===== src/rtl/hex_seg_mux.sv =====
// Two-digit time-multiplexed hex 7-segment driver with a shared segment bus and dead-time blanking.
// Optional: define HEX_SEG_MUX_BLANK_LEADING_ZERO_EN to blank the left digit when hex_val[7:4] is zero.
module hex_seg_mux #(
  parameter int unsigned CLK_FREQ       = 12_000_000,
  parameter int unsigned REFRESH_HZ     = 1_000,
  parameter int unsigned DEAD_CYCLES    = 1,
  parameter bit          SEG_ACTIVE_LOW = 1'b1
) (
  input  logic       clk,
  input  logic       rst_n,
  input  logic [7:0] hex_val,
  output logic       digit_sel,
  output logic [6:0] seg_pins
);

  localparam int unsigned    DIV      = CLK_FREQ / REFRESH_HZ;
  localparam int unsigned    CNT_W    = (DIV > 2) ? $clog2(DIV) : 1;
  localparam logic [CNT_W-1:0] CNT_MAX = CNT_W'(DIV - 1);
  localparam logic [6:0]     SEG_DARK = SEG_ACTIVE_LOW ? 7'h7F : 7'h00;

  // Active-high {g,f,e,d,c,b,a} pattern for one hex nibble.
  function automatic logic [6:0] decode(input logic [3:0] nib);
    case (nib)
      4'h0:    decode = 7'h3F;
      4'h1:    decode = 7'h06;
      4'h2:    decode = 7'h5B;
      4'h3:    decode = 7'h4F;
      4'h4:    decode = 7'h66;
      4'h5:    decode = 7'h6D;
      4'h6:    decode = 7'h7D;
      4'h7:    decode = 7'h07;
      4'h8:    decode = 7'h7F;
      4'h9:    decode = 7'h6F;
      4'hA:    decode = 7'h77;
      4'hB:    decode = 7'h7C;
      4'hC:    decode = 7'h39;
      4'hD:    decode = 7'h5E;
      4'hE:    decode = 7'h79;
      default: decode = 7'h71;
    endcase
  endfunction

  logic [CNT_W-1:0] cnt_q, cnt_d;
  logic             digit_sel_q, digit_sel_d;
  logic [6:0]       seg_q, seg_d;
  logic             wrap;
  logic             dead_next;
  logic [3:0]       nibble;
  logic [6:0]       pattern;

  always_comb begin
    wrap        = (cnt_q == CNT_MAX);
    cnt_d       = wrap ? '0 : cnt_q + 1'b1;
    digit_sel_d = digit_sel_q ^ wrap;
  end

  // With no dead time the comparison would be constant, so it is not built at all.
  if (DEAD_CYCLES == 0) begin : g_no_dead
    assign dead_next = 1'b0;
  end else begin : g_dead
    assign dead_next = (cnt_d < CNT_W'(DEAD_CYCLES));
  end

  // NOTE: every signal gets a value before any conditional update so no latch is inferred.
  always_comb begin
    nibble  = digit_sel_d ? hex_val[3:0] : hex_val[7:4];
    pattern = decode(nibble);
`ifdef HEX_SEG_MUX_BLANK_LEADING_ZERO_EN
    if (!digit_sel_d && (hex_val[7:4] == 4'h0)) pattern = 7'h00;
`endif
    if (dead_next) seg_d = SEG_DARK;
    else           seg_d = SEG_ACTIVE_LOW ? ~pattern : pattern;
  end

  // NOTE: non-blocking assignments so all flops sample the pre-edge values together.
  always_ff @(posedge clk or negedge rst_n) begin
    if (!rst_n) begin
      cnt_q       <= '0;
      digit_sel_q <= 1'b0;
      seg_q       <= SEG_DARK;
    end else begin
      cnt_q       <= cnt_d;
      digit_sel_q <= digit_sel_d;
      seg_q       <= seg_d;
    end
  end

  assign digit_sel = digit_sel_q;
  assign seg_pins  = seg_q;

endmodule


===== config.mk =====
export PLATFORM = sky130hd
export DESIGN_NAME = hex_seg_mux
export DESIGN_NICKNAME = d
export VERILOG_FILES = /design/src/rtl/hex_seg_mux.sv
export SDC_FILE = /design/constraint.sdc
export NUM_CORES = 1
export LEC_CHECK = 0
export ABC_AREA = 0
export BUFFER_PORTS_ARGS = -buffer_cell sky130_fd_sc_hd__buf_4
export CORE_MARGIN = 2
export CORE_UTILIZATION = 29
export CTS_CLUSTER_DIAMETER = 100
export DETAILED_ROUTE_END_ITERATION = 10
export PLACE_DENSITY = 0.44
export SLEW_MARGIN = 40
export SYNTH_ARGS = -nofsm -noshare
export SYNTH_HDL_FRONTEND = slang
export SYNTH_SLANG_ARGS = --single-unit

===== constraint.sdc =====
create_clock -name clk -period 3.7 [get_ports clk]
set_input_delay 0.185 -clock clk [delete_from_list [all_inputs] [get_ports clk]]
set_output_delay 0.185 -clock clk [all_outputs]
set_load 0.01 [all_outputs]

; Yosys cells after proc, flatten, opt, wreduce, memory -nomap -nowiden
; Memories as Yosys holds them, arrays and structs flattened.
; Index checks and enable logic that the tools add are counted.
[classes]
n_addsub = 1
multipliers = 0
div_mod_pow = 0
n_lt_le_gt_ge = 1
n_eq_ne = 1
shifts = 0
muxes = 3
bitwise_logic = 2
n_reduce_logical = 0
[op_table]
columns = op, n
row1 = adder 14 x 1 -> 14 bit (second input constant), 1
row2 = == test 14 bit (second input constant), 1
row3 = less-than comparator 14 x 1 -> 1 bit (second input constant), 1
row4 = 2-to-1 mux 14 bit, 1
row5 = 2-to-1 mux 7 bit, 1
row6 = inverter 7 bit, 1
row7 = 2-to-1 mux 4 bit, 1
row8 = bitwise XOR 1 bit, 1
[word_totals]
register_bits = 22
latch_bits = 0
ramBits = 0
rom_bits = 112
n_memories = 1
[mem_list]
columns = memory, words, word_bits, rd, rd_clocked_by_memory_dff, write_ports, line
row1 = (no name shown), 16, 7, 1, 0, 0, 23  ; case (nib)

; Logic depth before layout (Yosys ltp)
; An unclocked memory read counts as a cell.
[logic_depth]
word_depth = 6
mapped_depth = 13
mapped_depth_nobuf = 11

; Worst setup path before layout
; Ideal clock, no wire load.
[synth_path]
kind = register to register
start = register cnt_q[0]
end = register seg_q[3], in the netlist seg_pins[3]
setup_ps = 88
arrival_time_ps = 2780
t_required_ps = 3612
path_slack_ps = 832
path_stages_with_launch = 13
n_path_buf = 2
synth_period_minus_slack_ps = 2868
path_cell_list = dfrtp_1 ha_1 and4_4 and4_1 buf_4 xnor2_2 buf_6 mux2i_2 inv_1 ha_1 or3_1 a21boi_0 o21ai_1
[synth_via]
elab_chain_len = 6
word_cells_on_any_way = 9
cone_classes = add/sub (1) / order compare (1) / eq/ne (1) / mux (3) / bitwise (2) / memory (1)
[synth_rtl]
columns = element, line
row1 = "start, declared", 43  ; logic [CNT_W-1:0] cnt_q, cnt_d;
row2 = "start signal, assigned", 82  ; cnt_q <= cnt_d;
row3 = "parallel branches: the longest is 5 deep, another holds adder 14 x 1 -> 14 bit", n/a
row4 = 2-to-1 mux 7 bit (*), 71  ; if (dead_next) seg_d = SEG_DARK;
row5 = net seg_d[3], 45  ; logic [6:0] seg_q, seg_d;
row6 = "end signal, assigned", 84  ; seg_q <= seg_d;
row7 = "end, declared", 45
; Mark *: on every way through the listed nets, which the timed path passes.

; Worst setup path after layout
; Same ends and word-level chain as after synthesis.

==> impl_metrics.csv <==
group,metric,value,unit
outcome,outcome,"finished, final reports clean",
synthesis,synth_common_cells,"17 x nor2_1, 15 x dfrtp_1, 10 x nand2_1, 9 x nand3_1, 8 x xnor2_1",
worst_setup_path,r2r-end,"seg_pins[3]",
cts,clock-sinks,22,
global_route,grt_antenna_before_repair,0,
synthesis,yosysMostFrequentCell,"nor2_1",
floorplan,fp.coreArea,5110,µm²
sta,finalSetupTns,0,ps
route,finalWirelength,3340,µm
pwr,leakagePower,0.760,nW
synthesis,synthTopCellsByArea,"dfrtp_1 25%, dfstp_2 12%, ha_1 5.7%",
cts,clk_latency,260,ps
cells_and_area,nFillCells,523,
cts,cts_resized,0,
placed_design,dp_hpwl,2540,µm
pwr,powerDensity,278,nW/µm²
synthesis,ys_seq_elements,22,
worst_setup_path,cp_data_arrival_time,3230,ps
sta,period_needed,3050,ps
placed_design,numPortBuffers,17,
worst_setup_path,rr_worst_depth,11,
synthesis,ys.flop_type,"dfrtp_1",
worst_hold_path,hold_depth,4,
global_route,grt_usage,0.127,
synthesis,syn_area,1530,µm²
sta,tightest_slew,456,ps
route,ant_nets,0,
worst_hold_path,min_to,"seg_pins[6]",
sta,fin_hold_ws,291,ps
cells_and_area,nNetsFinal,197,
sta,fmax,328,MHz
placed_design,place_ws,679,ps
cells_and_area,num_antenna_cells,0,
synthesis,synth_top_area_cell,"dfrtp_1",
floorplan,ios,18,
route,viasPerCell,4.88,
route,drt_iter0_markers,50,
floorplan,fp-row-count,26,
global_route,grt_pass1_wl,6060,µm
placed_design,gp_congestion,0.836,
worst_setup_path,critical_path_class,"reg -> reg",
sta,final_max_slew_viol_count,0,
cells_and_area,layout.cells.non_filler,249,
cts,cts_buffers,3,
sta,final-setup-viol-count,0,
synthesis,yosys_warnings,0,
worst_setup_path,ff2ff_setup_slack,650,ps
floorplan,fp.dieArea,5870,µm²
synthesis,yosysSeqAreaShare,0.365,
worst_setup_path,worst-path-max-fanout,10,
cells_and_area,multi_input_area,900,µm²
global_route,gr-usage-met3,0.0190,
sta,rsz0062_at_grt,"no",
pwr,vdd_ir_drop_max,0.000101,V
floorplan,die_h,76.6,µm
cts,cts_tree,"done",
sta,setup_slack,652,ps
sta,fin_skew,5.50,ps
worst_setup_path,critPathLaunchType,"flip-flop",
route,vias,1214,
cts,clkSlewWorstSetupHoldPaths,80,ps
pwr,power,0.495,mW
synthesis,async_flop_share,1.00,
placed_design,place_inst,244,
synthesis,synth.avg_cell_area,9.39,µm²
floorplan,start_util,0.300,
worst_setup_path,critPathCaptureType,"flip-flop",
route,drc,0,
cts,cts_root_buf,"clkbuf_8",
cells_and_area,seq_area,559,µm²
cts,cts_buffer_depth,2,
synthesis,synth_top_area_frac,0.245,
global_route,overflow,0,
run,cap_violations,0,
synthesis,syn_inst,163,
cells_and_area,area_growth,16.1,%
floorplan,fp.dieW,76.6,µm
synthesis,synth_nets,180,
sta,relSlewSlack,0.687,
sta,final.period_utilization,0.824,
sta,hold_viol,0,
global_route,grt_max_degree,23,
route,drt-wirelength-per-cell,13.4,µm
synthesis,synth_cell_types,47,
global_route,grt_pass1_vias,1223,
worst_hold_path,hold_class,"in -> reg",
global_route,use_met1,0.184,
global_route,grt.busiest_layer,"met2",
cells_and_area,drive_gt1_frac,0.223,
route,drt_first_pass_iters,4,
worst_setup_path,crit_required,3880,ps
synthesis,synth_edf_count,0,
global_route,use_met2,0.187,
worst_setup_path,reg2reg_from,"cnt_q[0]",
worst_hold_path,worstHoldStart,"hex_val[5]",
cts,htreeDepth,1,
-- where the power goes --
group          switching [mW]  internal (mW)
clock                  0.0775         0.0949
sequential            0.00186          0.252
combinational          0.0359         0.0325
total                   0.115          0.379
-- flip-flops by register name (all words and copies together) (netlist names) --
name       flops
cnt_q         14
seg_pins       7
digit_sel      1
-- layout make-up --
class	instances	share of cell area
multi-input cells	127	0.506
flip-flops and latches	22	0.315
repair buffers	20	0.0859
well taps	70	0.0493
clock buffers	4	0.0310
inverters	6	0.0127
-- critical path, stage by stage (launching register included) --
cell	delay [ps]
dfrtp_1	420
ha_1	240
and4_4	270
and4_1	260
xnor2_2	150
buf_4	230
mux2i_2	340
inv_1	140
ha_1	310
or3_1	360
a21boi_0	160
o21ai_1	80
-- cell usage in the layout, fill, tap and decap left out, types with 2 or more instances in the layout --
cell,instances
buf_4,19
nor2_1,17
dfrtp_1,15
nand2_1,10
nand3_1,9
xnor2_1,8
o21ai_0,7
ha_1,7
dfstp_2,7
inv_1,6
xor2_1,6
nor3_1,5
and4_1,4
nor2b_1,4
o21a_1,4
clkbuf_8,4
nand4_1,3
and3_1,3
mux2_2,3
nand2b_1,3
a31oi_1,3
o21ai_1,3
or3_1,2
a21oi_1,2
nor4bb_1,2
mux2i_1,2
o211ai_1,2
-- metrics by stage --
| step | instance area, µm² | util |
|---|---|---|
| 2_1_floorplan | 1530 | - |
| 3_3_place_gp | 1710 | 0.335 |
| 3_5_place_dp | 1710 | 0.335 |
| 4_1_cts | 1780 | 0.348 |
| 5_1_grt | 1780 | 0.348 |
| 6_report | 1780 | 0.348 |
-- kinds of logic (layout without fill, tap and decap cells) --
| group | Yosys count | count (layout) | share of synthesized area |
|---|---|---|---|
| xor+xnor | 15 | 15 | 0.0908 |
| mux | 8 | 8 | 0.0687 |
| simple gates | 67 | 67 | 0.241 |
| compound gates | 30 | 30 | 0.130 |
| flops | 22 | 22 | 0.365 |
| fa+ha+maj | 7 | 7 | 0.0572 |
| buf+inv | 14 | 30 | 0.0466 |
-- how the worst max path moves through the flow --
stage          slack [ps]      from  cells after the start          end
6_report              650  cnt_q[0]                     11  seg_pins[3]
5_1_grt               440  cnt_q[0]                     10  seg_pins[3]
4_1_cts               640  cnt_q[0]                     11  seg_pins[3]
3_5_place_dp          680  cnt_q[0]                     10  seg_pins[3]
3_3_place_gp          760  cnt_q[0]                     11  seg_pins[3]
2_1_floorplan         830  cnt_q[0]                     12  seg_pins[3]
-- metal layers --
layer / vias up / wire, µm
met4: 0 / 59
met5: - / 0
li1: 612 / -
met2: 21 / 1460
met1: 577 / 1720
met3: 4 / 103
-- what timing repair did --
item                                   4_1_cts  5_1_grt
endpoints found under the hold margin       15        0
buffers inserted                             0        0
hold buffers                                 1        0
(Power assumes the default switching activity.)
